[src/rtl/pc_next_if.sv]
// PC-stage control/status bundle between instruction decode and the program-counter unit.
// Optional branch statistics outputs appear only when BRANCH_STATS_EN is defined.
interface pc_next_if;
    logic        stall;
    logic        branch;
    logic        branch_taken;
    logic        jal;
    logic        jalr;
    logic [31:0] imm;
    logic [31:0] rs1;
    logic [31:0] pc;
    logic [31:0] pc_plus4;
    logic        trap;
    logic [31:0] bad_addr;
    logic        halted;
`ifdef BRANCH_STATS_EN
    logic [31:0] branch_cnt;
    logic [31:0] taken_cnt;
`endif

    modport master (
        output stall, branch, branch_taken, jal, jalr, imm, rs1,
`ifdef BRANCH_STATS_EN
        input  branch_cnt, taken_cnt,
`endif
        input  pc, pc_plus4, trap, bad_addr, halted
    );

    modport slave (
        input  stall, branch, branch_taken, jal, jalr, imm, rs1,
`ifdef BRANCH_STATS_EN
        output branch_cnt, taken_cnt,
`endif
        output pc, pc_plus4, trap, bad_addr, halted
    );
endinterface

[src/rtl/pc_next_unit.sv]
// RV32I program-counter stage: next-PC select, misaligned-target trap and double-fault halt.
// Define BRANCH_STATS_EN to add the retired/taken conditional-branch counters.
module pc_next_unit #(
    parameter logic [31:0] RESET_PC = 32'h0000_0000,
    parameter logic [31:0] TRAP_VEC = 32'h0000_0100
) (
    input logic       clk,
    input logic       rst,
    pc_next_if.slave  bus
);

    typedef enum logic [1:0] {StRun, StTrap, StHalt} state_e;

    state_e      state_q, state_d;
    logic [31:0] pc_q, pc_d;
    logic [31:0] bad_addr_q, bad_addr_d;
    logic        trap_q, trap_d;
    logic        halted_q, halted_d;

    logic [31:0] pc_plus4;
    logic [31:0] target;
    logic        redirect;
    logic        misalign;

    always_comb begin
        pc_plus4 = pc_q + 32'd4;
        redirect = bus.jalr | bus.jal | (bus.branch & bus.branch_taken);
        target   = bus.jalr ? ((bus.rs1 + bus.imm) & ~32'h1) : (pc_q + bus.imm);
        misalign = redirect && (target[1:0] != 2'b00);
    end

    always_comb begin
        state_d    = state_q;
        pc_d       = pc_q;
        bad_addr_d = bad_addr_q;
        if (!bus.stall) begin
            unique case (state_q)
                StRun: begin
                    if (misalign) begin
                        pc_d       = TRAP_VEC;
                        bad_addr_d = target;
                        state_d    = StTrap;
                    end else begin
                        pc_d = redirect ? target : pc_plus4;
                    end
                end
                StTrap: begin
                    // Second fault while the handler's first instruction runs: give up.
                    if (misalign) begin
                        bad_addr_d = target;
                        state_d    = StHalt;
                    end else begin
                        pc_d    = redirect ? target : pc_plus4;
                        state_d = StRun;
                    end
                end
                default: ;
            endcase
        end
        trap_d   = (state_d == StTrap);
        halted_d = (state_d == StHalt);
    end

`ifdef BRANCH_STATS_EN
    logic [31:0] branch_cnt_q, branch_cnt_d;
    logic [31:0] taken_cnt_q, taken_cnt_d;

    always_comb begin
        branch_cnt_d = branch_cnt_q;
        taken_cnt_d  = taken_cnt_q;
        if (!bus.stall && state_q != StHalt && bus.branch) begin
            branch_cnt_d = branch_cnt_q + 32'd1;
            if (bus.branch_taken) begin
                taken_cnt_d = taken_cnt_q + 32'd1;
            end
        end
    end

    always_ff @(posedge clk) begin
        if (rst) begin
            branch_cnt_q <= 32'd0;
            taken_cnt_q  <= 32'd0;
        end else begin
            branch_cnt_q <= branch_cnt_d;
            taken_cnt_q  <= taken_cnt_d;
        end
    end

    assign bus.branch_cnt = branch_cnt_q;
    assign bus.taken_cnt  = taken_cnt_q;
`endif

    always_ff @(posedge clk) begin
        if (rst) begin
            state_q    <= StRun;
            pc_q       <= RESET_PC;
            bad_addr_q <= 32'd0;
            trap_q     <= 1'b0;
            halted_q   <= 1'b0;
        end else begin
            state_q    <= state_d;
            pc_q       <= pc_d;
            bad_addr_q <= bad_addr_d;
            trap_q     <= trap_d;
            halted_q   <= halted_d;
        end
    end

    assign bus.pc       = pc_q;
    assign bus.pc_plus4 = pc_plus4;
    assign bus.trap     = trap_q;
    assign bus.bad_addr = bad_addr_q;
    assign bus.halted   = halted_q;

endmodule

[src/flat_wrapper.sv]
// flat-port wrapper written by rule: the top's interface ports become plain ports
module pc_next_unit_flat 
#(
    parameter logic [31:0] RESET_PC = 32'h0000_0000,
    parameter logic [31:0] TRAP_VEC = 32'h0000_0100
)
  (clk, rst, bus_stall, bus_branch, bus_branch_taken, bus_jal, bus_jalr, bus_imm, bus_rs1, bus_pc, bus_pc_plus4, bus_trap, bus_bad_addr, bus_halted);
  pc_next_if bus_i ();
  input logic clk;
  input logic rst;
  input wire logic [$bits(bus_i.stall)-1:0] bus_stall;
  input wire logic [$bits(bus_i.branch)-1:0] bus_branch;
  input wire logic [$bits(bus_i.branch_taken)-1:0] bus_branch_taken;
  input wire logic [$bits(bus_i.jal)-1:0] bus_jal;
  input wire logic [$bits(bus_i.jalr)-1:0] bus_jalr;
  input wire logic [$bits(bus_i.imm)-1:0] bus_imm;
  input wire logic [$bits(bus_i.rs1)-1:0] bus_rs1;
  output wire logic [$bits(bus_i.pc)-1:0] bus_pc;
  output wire logic [$bits(bus_i.pc_plus4)-1:0] bus_pc_plus4;
  output wire logic [$bits(bus_i.trap)-1:0] bus_trap;
  output wire logic [$bits(bus_i.bad_addr)-1:0] bus_bad_addr;
  output wire logic [$bits(bus_i.halted)-1:0] bus_halted;
  assign bus_i.stall = bus_stall;
  assign bus_i.branch = bus_branch;
  assign bus_i.branch_taken = bus_branch_taken;
  assign bus_i.jal = bus_jal;
  assign bus_i.jalr = bus_jalr;
  assign bus_i.imm = bus_imm;
  assign bus_i.rs1 = bus_rs1;
  assign bus_pc = bus_i.pc;
  assign bus_pc_plus4 = bus_i.pc_plus4;
  assign bus_trap = bus_i.trap;
  assign bus_bad_addr = bus_i.bad_addr;
  assign bus_halted = bus_i.halted;
  pc_next_unit #(.RESET_PC(RESET_PC), .TRAP_VEC(TRAP_VEC)) u_core (.clk(clk), .rst(rst), .bus(bus_i));
endmodule
[config.mk]
export PLATFORM = sky130hd
export DESIGN_NAME = pc_next_unit_flat
export DESIGN_NICKNAME = d
export VERILOG_FILES = /design/src/rtl/pc_next_if.sv /design/src/rtl/pc_next_unit.sv /design/src/flat_wrapper.sv
export SDC_FILE = /design/constraint.sdc
export NUM_CORES = 1
export LEC_CHECK = 0
export BUFFER_PORTS_ARGS = -buffer_cell sky130_fd_sc_hd__buf_2
export CORE_MARGIN = 3
export CORE_UTILIZATION = 25
export CTS_BUF_LIST = sky130_fd_sc_hd__clkbuf_2 sky130_fd_sc_hd__clkbuf_4 sky130_fd_sc_hd__clkbuf_8
export DETAILED_ROUTE_END_ITERATION = 6
export MAX_ROUTING_LAYER = met4
export PLACE_DENSITY = 0.55
export SETUP_SLACK_MARGIN = 0.5
export SYNTH_ARGS = -nofsm -noshare
export SYNTH_HDL_FRONTEND = slang
export SYNTH_SLANG_ARGS = --single-unit
[constraint.sdc]
create_clock -name clk -period 5.6 [get_ports clk]
set_input_delay 0.56 -clock clk [delete_from_list [all_inputs] [get_ports clk]]
set_output_delay 0.56 -clock clk [all_outputs]
set_load 0.02 [all_outputs]
Word level (Yosys, flattened, before mapping)
Cells that the tools add are included.
Widths: inputs -> output; s select.

cells by class
  add/sub/neg operators = 3
  reductions and logical operators = 7
  multiplexer cells = 9
  equality and inequality tests = 4
  bitwise gates (word level) = 4

operators by type and width
  cell                   number
  $mux 32                4
  $add 32x32->32         2
  $pmux 32 s2            1
  $add 32x3->32 const B  1
  $mux 2                 3
  $reduce_and 3->1       2
  $eq 2x1->1 const B     2
  $pmux 2 s2             1
  $reduce_bool 2->1      2
  $eq 2x2->1 const B     1
  $logic_not 2->1        1
  $ne 2x2->1 const B     1
  $or 1x1->1             2
  $reduce_or 2->1        1
  $and 1x1->1            1
  $logic_and 1x1->1      1
  $not 1->1              1

word-level totals
  word-level logic and storage cells = 32
  bits in registers = 68

Longest topological paths before layout
Gate-level depths: netlist of the first run.

  word-level depth = 8
  mapped depth = 11

Least setup slack after synthesis of the first run
Ideal clock, no wire load.

  path type = input to register
  start point = in bus_imm[0]
  end point = reg u_core.bad_addr_q[28] (netlist: u_core.bus.bad_addr[28])
  path slack = 2.599 ns
  data required time = 5.483 ns
  cell stages on the path = 11
  setup time = 0.117 ns
  data arrival time = 2.883 ns
  path through = ha_1 fa_1 a211oi_2 o21ai_1 a2111oi_1 o21a_2 o41ai_2 a21boi_2 xor2_1 a211oi_1 a32o_1

between the ends
  cells in the longest elaborated chain, start to end = 5

RTL lines
  what                        RTL line             RTL
  start: declaration          flat_wrapper.sv:16   input wire logic [$bits(bus_i.imm)-1:0] bus_imm;
  $add 32x32->32              pc_next_unit.sv:28   target = bus.jalr ? ((bus.rs1 + bus.imm) & ~32'h1) : (pc_q + bus.imm);
  $mux 32 (*)                 pc_next_unit.sv:28
  $reduce_bool 2->1           pc_next_unit.sv:29   misalign = redirect && (target[1:0] != 2'b00);
  $logic_and 1x1->1           pc_next_unit.sv:29
  $reduce_and 3->1 (no line)  n/a
  end signal: assignment      pc_next_unit.sv:103  bad_addr_q <= bad_addr_d;
  end: declaration            pc_next_unit.sv:16   logic [31:0] bad_addr_q, bad_addr_d;

Mark *: on every way between the ends. The rest lies on a longest branch, timed or not.
A chain may end at the register's enable or synchronous reset.

Worst setup path after layout of the first run
  start point = reg u_core.pc_q[2] (netlist: u_core.bus.pc[2])
  end point = out bus_pc_plus4[26]

between the ends
  cells in the longest elaborated chain, start to end = 1

RTL lines
  what                      RTL line             RTL
  start: declaration        pc_next_unit.sv:15   logic [31:0] pc_q, pc_d;
  start signal: assignment  pc_next_unit.sv:102  pc_q <= pc_d;
  $add 32x3->32             pc_next_unit.sv:26   pc_plus4 = pc_q + 32'd4;
  end: declaration          flat_wrapper.sv:19   output wire logic [$bits(bus_i.pc_plus4)-1:0] bus_pc_plus4;

Every way passes these cells.

==> summary.md, run 1 <==
| Metric | Value |
|---|---|
| Cell row count | 60 |
| # fillers | between 3000 and 4000 |
| CTS root buf | clkbuf_8 |
| DR iter-0 viols | 585 |
| Cts hold-fix bufs | 0 |
| Max_cap viols | 0 |
| Register clock-pin slew on the reported worst setup and hold paths | approximately 0.090 ns |
| Final period utilization | 0.649 |
| GR Overflow Total | 0 |
| Core area | ~27000 um^2 |
| Drc violations | 0 |
| Mapped Area | 7070 um^2 |
| Final Slew Violations | 0 |
| Area of the multi-input gates | 5420 um^2 |
| Drt total wl | between 20 and 30 mm |
| Fin crit period | between 3 and 4 ns |
| Netlist cell types | 81 |
| Post-CTS setup buffers | 0 |
| Crit-path max FO | 8 |
| Status | finished, final reports clean |
| Worst slew pin tran | ~0.76 ns |
| Via density | 5.25 |
| Die Y-Extent | 174 um |
| IO Port Bufs | 168 |
| Vias | 7665 |
| CTS tree | done |
| Share of flip-flops with an asynchronous set or reset | 0 |
| Largest net degree at the start of global routing | 51 |
| Gr usage total | 0.180 |
| Syn Nets | around 1100 |
| Worst Setup Start Kind | flip-flop |
| Top Ports | ~170 |
| CTS Buf Count | 9 |
| Pleak | around 3.8 nW |
| Number of synthesized flops with an enable pin | 0 |
| WS Path Type | reg -> out |
| Final Non-Filler Cells | 1460 |
| Met3 WL post-DR | 1.28 mm |
| Post-route ant nets | 0 |
| Met2 WL | ~12 mm |
| Die width | 174 um |
| Largest area contributor in the netlist | dfxtp_1 |
| Initial antenna violation count | 0 |
| First-pass GRT wire length | 42.4 mm |
| Nets@finish | 1218 |
| Placed Instances | 1444 |
| Final Hold Fails | 0 |
| Gp weighted congestion | slightly above 0.9 |
| CTS resizes | 0 |
| Most common cell in the netlist | a21oi_1 |
| Avg Inst Size Synth | 7.40 um^2 |
| Area share of the largest cell type after synthesis | 0.193 |
| CTS max path bufs | 2 |
| Crit end category | output port |
| Synth Warn # | 0 |
| Commonest cells post-synth | a21oi_1 (109), nand2_1 (88), nor2_1 (84), dfxtp_1 (68), ha_1 (62) |
| Starting density of the core | 0.258 |
| Uppermost layer routed | met4 |
| Worst Hold Class | reg -> reg |
| Final setup TNS | 0 ns |
| PnR worst setup slack | 1.97 ns |
| Slew margin rel. | 0.490 |
| #FFs+latches synth | between 60 and 70 |
| IR drop worst, VDD | 0.000137 V |
| Final setup violation count | 0 |
| Power, Total | 1.86 mW |
| Pwr/cell area | 221 nW/um^2 |
| Die area | 30300 um^2 |
| Most used DFF post-synth | dfxtp_1 |
| Vias in the first global route | 7393 |
| Clock Sinks | 68 |
| Synth top area cells | dfxtp_1 (19%), ha_1 (11%), a21oi_1 (7.7%) |
| CP arrival | around 3 ns |
| Fraction of layout cells with a size suffix above 1 | 0.202 |
| Max Clk Rate | 275 MHz |
| Skew-Pair Late Insertion Delay | 0.36 ns |
| RSZ-0062 raised after global routing | false |
| Sequential area share after synthesis | 0.193 |
| # diodes | 0 |
| Post-Synthesis Cells | 956 |
| Routed WL per cell | between 15 and 20 um |
| Dpl hpwl | 22.4 mm |
| Pre-CTS worst setup slack | 1.89 ns |
| Register area | approximately 1400 um^2 |
| First drt pass iteration count | 7 |
| Synth-to-Final Area Change | 19.0% |
| M1 WL | 13.6 mm |
| H-tree depth | 3 |
| Worst Path Required | slightly above 5 ns |
| Skew final | 0.0148 ns |
==> routing by layer <==
metal / global-route usage / vias to the layer above
met2: 0.274 / 234
met4: 0.0479 / 0
met5: - / -
met1: 0.254 / 3620
met3: 0.0203 / 27
li1: - / 3784
==> where the power goes <==
group	total (mW)	leakage, nW	switching, mW	internal (mW)
logic	0.845	3.18	0.538	0.307
registers	0.583	0.557	0.0563	0.526
clock network	0.435	0.102	0.204	0.231
==> layout make-up <==
cell class,count,share of cell area
Timing Repair Buffer,175,0.106
Inverter,18,0.00803
Clock inverter,5,0.00699
Clock buffer,11,0.0180
Multi-Input combinational cell,811,0.644
Tap cell,372,0.0553
Sequential cell,68,0.162
==> registers in the layout (all words and copies together) (netlist names) <==
register             count
u_core.bus.bad_addr     32
u_core.bus.pc           32
u_core.state_q           2
u_core.bus.halted        1
u_core.bus.trap          1
==> critical path: stages, from the launching register on <==
cell	delay, ns
dfxtp_1	0.52
ha_1	0.32
nand3_1	0.20
nor2_1	0.34
nand3_1	0.32
nor3_2	0.40
nand3_1	0.15
xnor2_1	0.26
buf_2	0.22
==> layout by cell type, fill, tap and decap left out, types with 18 or more instances in the layout <==
cell type and count:
nand2_1 88, a21o_1 31, dfxtp_1 68, xor2_1 34
o21ai_0 50, a21oi_1 109, nor2_1 83, xnor2_1 46
inv_1 18, buf_2 168, o21ai_1 33, ha_1 62
nand3_1 45
==> logic make-up (layout without fill, tap and decap cells) <==
family | after synthesis | after routing | share of synthesized area
simple gates | 308 | 308 | 0.208
flops | 68 | 68 | 0.193
compound gates | 342 | 342 | 0.314
fa+ha+maj | 64 | 64 | 0.115
buf+inv | 77 | 209 | 0.0434
xor+xnor | 82 | 82 | 0.105
mux | 15 | 15 | 0.0218
==> metrics by stage <==
step                      hold WS (ns)  instance area [um^2]   util
after floorplan                  0.439                  7070      -
after global placement           0.443                  8200  0.299
after detailed placement         0.450                  8200  0.299
after CTS                        0.459                  8410  0.307
after global routing             0.478                  8410  0.307
final                            0.456                  8410  0.307
==> path summary, 6_finish.rpt <==
path	startpoint	end	slack (ns)	cells after the start
worst max-delay path	u_core.bus.pc[2]$_SDFFE_PP0P_	bus_pc_plus4[26]	1.97	8
worst min-delay path	u_core.bus.bad_addr[25]$_SDFFE_PP0P_	u_core.bus.bad_addr[25]$_SDFFE_PP0P_	0.46	2
worst max register to register	u_core.bus.pc[0]$_SDFFE_PP0P_	u_core.bus.bad_addr[28]$_SDFFE_PP0P_	2.16	11
worst min register to register	u_core.bus.bad_addr[25]$_SDFFE_PP0P_	u_core.bus.bad_addr[25]$_SDFFE_PP0P_	0.46	2
No activity file was read; power rests on OpenSTA's default activity.
==> run 2, diff against run 1 <==
clock period = 3.35 ns   (was 5.6 ns; I/O delays follow)
==> run 2 against run 1 <==
Cell count up 2.3%. Clock-buffer cell count unchanged. Utilization up 2.0 points. Global-route usage up 0.47 points. Largest power group unchanged. Register-to-register slack worse by 1.7 ns. Via count up 1.7%. Critical path type is now reg -> reg. Final area up 6.6%. Sequential share of layout area down 0.80 points. Total power up 69%. Clock power up 49%. Wire length up 4.3%.
==> summary.md, run 2 (synthesis results as in run 1) <==
| Metric | Value |
|---|---|
| Worst Path Required | 3.60 ns (-1.44 ns) |
| Crit end category | flip-flop |
| Routed WL per cell | 19.1 um (+1.9%) |
| Via density | 5.22 (-0.66%) |
| Largest net degree at the start of global routing | 40 (-22%) |
| Vias in the first global route | 7267 (-1.7%) |
| Slowest-stage cell, CP | or3_1 |
| Dpl hpwl | 23.0 mm (+2.6%) |
| Die area | 30300 um^2 (unchanged) |
| Worst Hold Class | in -> reg |
| DR iter-0 viols | 608 (+3.9%) |
| Fin crit period | about 2.9 ns |
| RSZ-0062 raised after global routing | true |
| Gr usage total | 0.185 (+0.00465) |
| Top Ports | 169 (unchanged) |
| # fillers | 2974 (-1.8%) |
| Max incr delay on CP | 0.38 ns (-0.14 ns) |
| Grt peak-use layer | met2 |
| IR drop worst, VDD | 0.000187 V (+37%) |
| CP arrival | 3.10 ns (+0.03 ns) |
| Starting density of the core | 0.258 (unchanged) |
| Cell with the most instances on the worst path | buf_4 |
| Cell row count | 60 (unchanged) |
| Register area | 1380 um^2 (+1.3%) |
| Most common cell after layout, fill and taps aside | buf_2 |
| Area of the multi-input gates | 5720 um^2 (+5.6%) |
| Die Y-Extent | 174 um (unchanged) |
| Drt total wl | 28.6 mm (+4.3%) |
| Vias | 7792 (+1.7%) |
| Worst Setup Start Kind | flip-flop |
| Pwr/cell area | 351 nW/um^2 (+58%) |
| Critical Path, Cell by Cell | ha_4 -> buf_4 -> buf_4 -> a211oi_2 -> o21ai_2 -> o2111ai_2 -> a211o_1 -> a21oi_1 -> nor3_2 -> nor2_1 -> or3_1 -> a32o_1 |
| Grt met1 use | 0.260 (+0.00593) |
| Status | finished, final reports clean |
| Max_cap viols | 0 (unchanged) |
| Synth-to-Final Area Change | 26.8% |
| Slew margin rel. | 0.522 (+0.0323) |
| Skew final | 0.0153 ns (+0.000435 ns) |
| Worst slew pin tran | 0.708 ns (-0.0555 ns) |
| Final period utilization | 0.852 |
| CTS max path bufs | 2 (unchanged) |
| Core area | 27400 um^2 (unchanged) |
| CTS root buf | clkbuf_8 |
| Initial antenna violation count | 1 (+1) |
| Max Clk Rate | 350 MHz |
| Met3 global-route usage | 0.0275 (+0.00721) |
| Delay-heaviest family, CP | compound AO/OA/AOI/OAI gates |
| First-pass GRT wire length | 43.1 mm (+1.8%) |
| Clock Sinks | 68 (unchanged) |
| WS Path Type | reg -> reg |
| Pleak | 4.11 nW (+7.0%) |
| Final setup violation count | 0 (unchanged) |
| Critical path buffers and inverters | 2 (+1) |
| Final Non-Filler Cells | 1494 (+2.3%) |
| IO Port Bufs | 168 (unchanged) |
| Gp weighted congestion | 0.943 (+3.5%) |
| Die width | 174 um (unchanged) |
| Final Hold Fails | 0 (unchanged) |
| Cts hold-fix bufs | 0 (unchanged) |
| Most frequent cells in the layout | buf_2 (168), a21oi_1 (105), nand2_1 (88), nor2_1 (82), dfxtp_1 (56) |
| Nets@finish | 1251 (+2.7%) |
| GR Overflow Total | 0 (unchanged) |
| Final setup TNS | 0 ns (unchanged) |
| Crit-path max FO | 3 (-5) |
| Fraction of layout cells with a size suffix above 1 | 0.274 (+0.0717) |
| CTS tree | done |
| Final Slew Violations | 0 (unchanged) |
| CTS Buf Count | 9 (unchanged) |
| Register clock-pin slew on the reported worst setup and hold paths | 0.08 ns (about the same) |
| H-tree depth | 3 (unchanged) |
| First drt pass iteration count | 5 (-2) |
| Drc violations | 0 (unchanged) |
| Post-route ant nets | 0 (unchanged) |
| Placed Instances | 1466 (+1.5%) |
| Global Route met2 Usage | 0.280 (+0.00621) |
| Hold_ws | 0.347 ns (-0.109 ns) |
| Skew-Pair Late Insertion Delay | 0.36 ns (about the same) |
## run 2: changes by cell type in the layout (fill, tap and decap cells not counted), moves of 3 or more
cell      before  now
buf_4          7   39
dfxtp_1       68   56
dfxtp_2        0   11
ha_1          62   55
o21ai_2        2    8
ha_4           0    5
o21ai_1       33   28
xnor2_1       46   41
xnor2_2        1    6
a21oi_1      109  105
a21oi_2        1    5
a211oi_1      16   13
nand3_1       45   42
## run 2: worst paths after layout
kind	start	end	slack (ns)	cells after the start
hold / removal	bus_stall	u_core.bus.trap$_SDFF_PP0_	0.35	3
setup / recovery	u_core.bus.pc[0]$_SDFFE_PP0P_	u_core.bus.pc[29]$_SDFFE_PP0P_	0.50	12
hold reg to reg	u_core.bus.bad_addr[0]$_SDFFE_PP0P_	u_core.bus.bad_addr[0]$_SDFFE_PP0P_	0.45	2
setup reg to reg	u_core.bus.pc[0]$_SDFFE_PP0P_	u_core.bus.pc[29]$_SDFFE_PP0P_	0.50	12
## run 2: area by class of cell
cell class                 instances  share of cell area
multi-input combinational        811               0.638
sequential                        68               0.154
timing repair buffer             208               0.129
tap                              372              0.0519
clock buffer                      11              0.0162
inverter                          18             0.00754
clock inverter                     5             0.00405
antenna                            1            0.000279
## run 2: what timing repair did
item / in CTS / in global routing
endpoints found under the setup margin: 32 / 28
pin swaps: 10 / 20
buffers inserted: 3 / 8
resized for setup: 28 / 38
## run 2: tightest hold or removal path: cells and delay by family
family | cells | cell delay, ns
buffers and inverters | 1 | 0.13
AND/OR/NAND/NOR | 1 | 0.05
AO/OA/AOI/OAI | 1 | 0.14
## run 2: report_power, final
part | internal, mW | switching, mW | leakage, nW | total, mW
clock network | 0.299 | 0.348 | 0.0854 | 0.647
registers | 0.881 | 0.0790 | 0.563 | 0.960
logic | 0.578 | 0.959 | 3.46 | 1.54
## run 2: metal layers
metal | part of all wire | wire length, um
met4 | 0.017 | 486
met3 | 0.056 | 1600
met5 | 0 | 0
met1 | 0.49 | 14000
met2 | 0.44 | 12500
## run 2: metrics by stage
step	power [mW]	instance area (um^2)	utilization	setup slack, ns
6_report	3.14	8970	0.327	0.496
3_3_place_gp	2.43	8390	0.306	0.199
2_1_floorplan	1.93	7080	-	0.536
3_5_place_dp	2.43	8390	0.306	0.155
4_1_cts	3.09	8700	0.318	0.505
5_1_grt	3.33	8970	0.327	0.403
==> run 3, diff against run 2 <==
--- a/config.mk
+++ b/config.mk
@@ -13,3 +13,3 @@
 export MAX_ROUTING_LAYER = met4
-export PLACE_DENSITY = 0.55
+export PLACE_DENSITY = 0.51
 export SETUP_SLACK_MARGIN = 0.5
--- a/constraint.sdc
+++ b/constraint.sdc
@@ -3,2 +3,2 @@
 set_output_delay 0.335 -clock clk [all_outputs]
-set_load 0.02 [all_outputs]
+set_load 0.01 [all_outputs]
==> run 3 against run 2 <==
Final area is 2.9% higher. Fmax is 0.29% higher. Total power is 2.9% higher. Via count is 2.0% higher. Utilization is 0.95 points higher. Critical endpoint is now u_core.bus.bad_addr[28]$_SDFFE_PP0P_. Largest cell class unchanged.
==> summary.md, run 3 (synthesis results as in run 1) <==
| Metric | Value |
|---|---|
| Clock Sinks | 68 (unchanged) |
| Layout Utilization | 0.337 (+0.00950) |
| Reg2reg start | u_core.bus.pc[0]$_SDFFE_PP0P_ |
| Fin crit period | 2.85 ns (-0.00830 ns) |
| Synth-to-Final Area Change | 30.5% |
| Hold Path Origin | rst |
| Worst Setup Start Kind | flip-flop |
| H-tree depth | 3 (unchanged) |
| Worst slew pin tran | 0.796 ns (+0.0880 ns) |
| Via density | 5.25 (+0.59%) |
| GR Overflow Total | 0 (unchanged) |
| Routed WL per cell | 19.4 um (+1.2%) |
| Die width | 174 um (unchanged) |
| # diodes | 0 (-1) |
| Register clock-pin slew on the reported worst setup and hold paths | 0.10 ns (+0.02 ns) |
| Cts hold-fix bufs | 0 (unchanged) |
| FF-to-FF setup slack | 0.50 ns (about the same) |
| CP arrival | 3.09 ns (about the same) |
| WS Path Type | reg -> reg |
| Final setup violation count | 0 (unchanged) |
| Placed cell area | 8520 um^2 (+1.6%) |
| Top Ports | 169 (unchanged) |
| Final setup TNS | 0 ns (unchanged) |
| Skew final | 0.0186 ns (+0.00331 ns) |
| Gr usage total | 0.188 (+0.00250) |
| Most frequent cells in the layout | buf_2 (168), a21oi_1 (103), nand2_1 (88), nor2_1 (80), buf_4 (61) |
| Largest net degree at the start of global routing | 39 (-2.5%) |
| Cell area after layout | 9230 um^2 (+2.9%) |
| Initial antenna violation count | 0 (-1) |
| Gp weighted congestion | 0.923 (-2.2%) |
| IO Port Bufs | 168 (unchanged) |
| Nets@finish | 1273 (+1.8%) |
| Slowest-stage cell, CP | fa_2 |
| Hold_ws | 0.257 ns (-0.0908 ns) |
| Post-route ant nets | 0 (unchanged) |
| Drc violations | 0 (unchanged) |
| CTS root buf | clkbuf_8 |
| Final period utilization | 0.849 (-0.00248) |
| DR iter-0 viols | 613 (+0.82%) |
| Final Slew Violations | 0 (unchanged) |
| CTS max path bufs | 2 (unchanged) |
| CTS tree | done |
| Worst Hold Class | in -> reg |
| Pwr/cell area | 350 nW/um^2 (about the same) |
| Fraction of layout cells with a size suffix above 1 | 0.297 (+0.0227) |
| Worst Setup SP | u_core.bus.pc[0]$_SDFFE_PP0P_ |
| Dpl hpwl | 23.6 mm (+2.4%) |
| First-pass GRT wire length | 43.8 mm (+1.5%) |
| Max_cap viols | 0 (unchanged) |
| Skew-Pair Late Insertion Delay | 0.36 ns (about the same) |
| Vias in the first global route | 7259 (-0.11%) |
| Worst Path Required | 3.59 ns (about the same) |
| Most common cell after layout, fill and taps aside | buf_2 |
| Crit-path max FO | 3 (unchanged) |
| Starting density of the core | 0.258 (unchanged) |
| Core area | 27400 um^2 (unchanged) |
| Die area | 30300 um^2 (unchanged) |
| Crit end category | flip-flop |
| Critical Path, Cell by Cell | ha_4 -> fa_2 -> a211oi_4 -> o21ai_2 -> a2111oi_4 -> buf_4 -> o21a_4 -> o41ai_4 -> a21boi_2 -> xor2_2 -> a211oi_2 -> a32o_1 |
| Cell row count | 60 (unchanged) |
| Vias | 7948 (+2.0%) |
| First drt pass iteration count | 6 (+1) |
| Status | finished, final reports clean |
| Max Clk Rate | 351 MHz (+0.29%) |
| RSZ-0062 raised after global routing | true |
| Slew margin rel. | 0.461 (-0.0611) |
| Pleak | 4.23 nW (+3.0%) |
| Die Y-Extent | 174 um (unchanged) |
| Max incr delay on CP | 0.38 ns (about the same) |
| Final Hold Fails | 0 (unchanged) |
| Drt total wl | 29.3 mm (+2.6%) |
| IR drop worst, VDD | 0.000174 V (-6.9%) |
| CTS Buf Count | 9 (unchanged) |
## run 3: metrics by stage
step                      cells  power [mW]  setup slack, ns
after floorplan             956        1.85            0.529
after global placement     1486        2.40            0.149
after detailed placement   1486        2.40            0.104
after CTS                  1504        3.15            0.451
after global routing       1515        3.43            0.368
final                      1515        3.23            0.504
## run 3: path summary, 6_finish.rpt
| check | endpoint | depth (start not counted) |
|---|---|---|
| max | u_core.bus.bad_addr[28]$_SDFFE_PP0P_ | 12 |
| min | u_core.bus.pc[6]$_SDFFE_PP0P_ | 2 |
| min reg2reg | u_core.bus.bad_addr[25]$_SDFFE_PP0P_ | 2 |
| max reg2reg | u_core.bus.bad_addr[28]$_SDFFE_PP0P_ | 12 |
## run 3: critical path, delay by kind of cell (launching register included)
family                   cells  cell delay (ns)
AO/OA/AOI/OAI                8             1.46
XOR/XNOR                     1             0.18
adder cells (fa/ha/maj)      2             0.54
buffers and inverters        1             0.18
flip-flops                   1             0.35
## run 3: power breakdown
| part | internal, mW | leakage (nW) | switching, mW |
|---|---|---|---|
| clock network | 0.356 | 0.0984 | 0.379 |
| logic | 0.615 | 3.57 | 0.928 |
| registers | 0.881 | 0.561 | 0.0744 |
| total | 1.85 | 4.23 | 1.38 |
## run 3: cell type report
cell class              instances  area [um^2]
flip-flops and latches         68         1370
well taps                     372          465
clock inverters                 7         82.6
fillers                      2995        18200
repair buffers                229         1300
multi-input cells             812         5820
clock buffers                   9          124
inverters                      18         67.6
## run 3: timing repair
action / in CTS / in global routing
gates cloned: 0 / 1
endpoints found under the hold margin: 0 / 0
pin swaps: 12 / 24
endpoints found under the setup margin: 42 / 44
resized for setup: 27 / 53
buffers inserted: 2 / 10
## run 3: metal layers
| layer | routed length [um] | up-vias | track usage |
|---|---|---|---|
| li1 | - | 3898 | - |
| met1 | 14500 | 3764 | 0.275 |
| met2 | 12900 | 268 | 0.279 |
| met3 | 1690 | 18 | 0.0245 |
| met4 | 269 | 0 | 0.0278 |
| met5 | 0 | - | - |
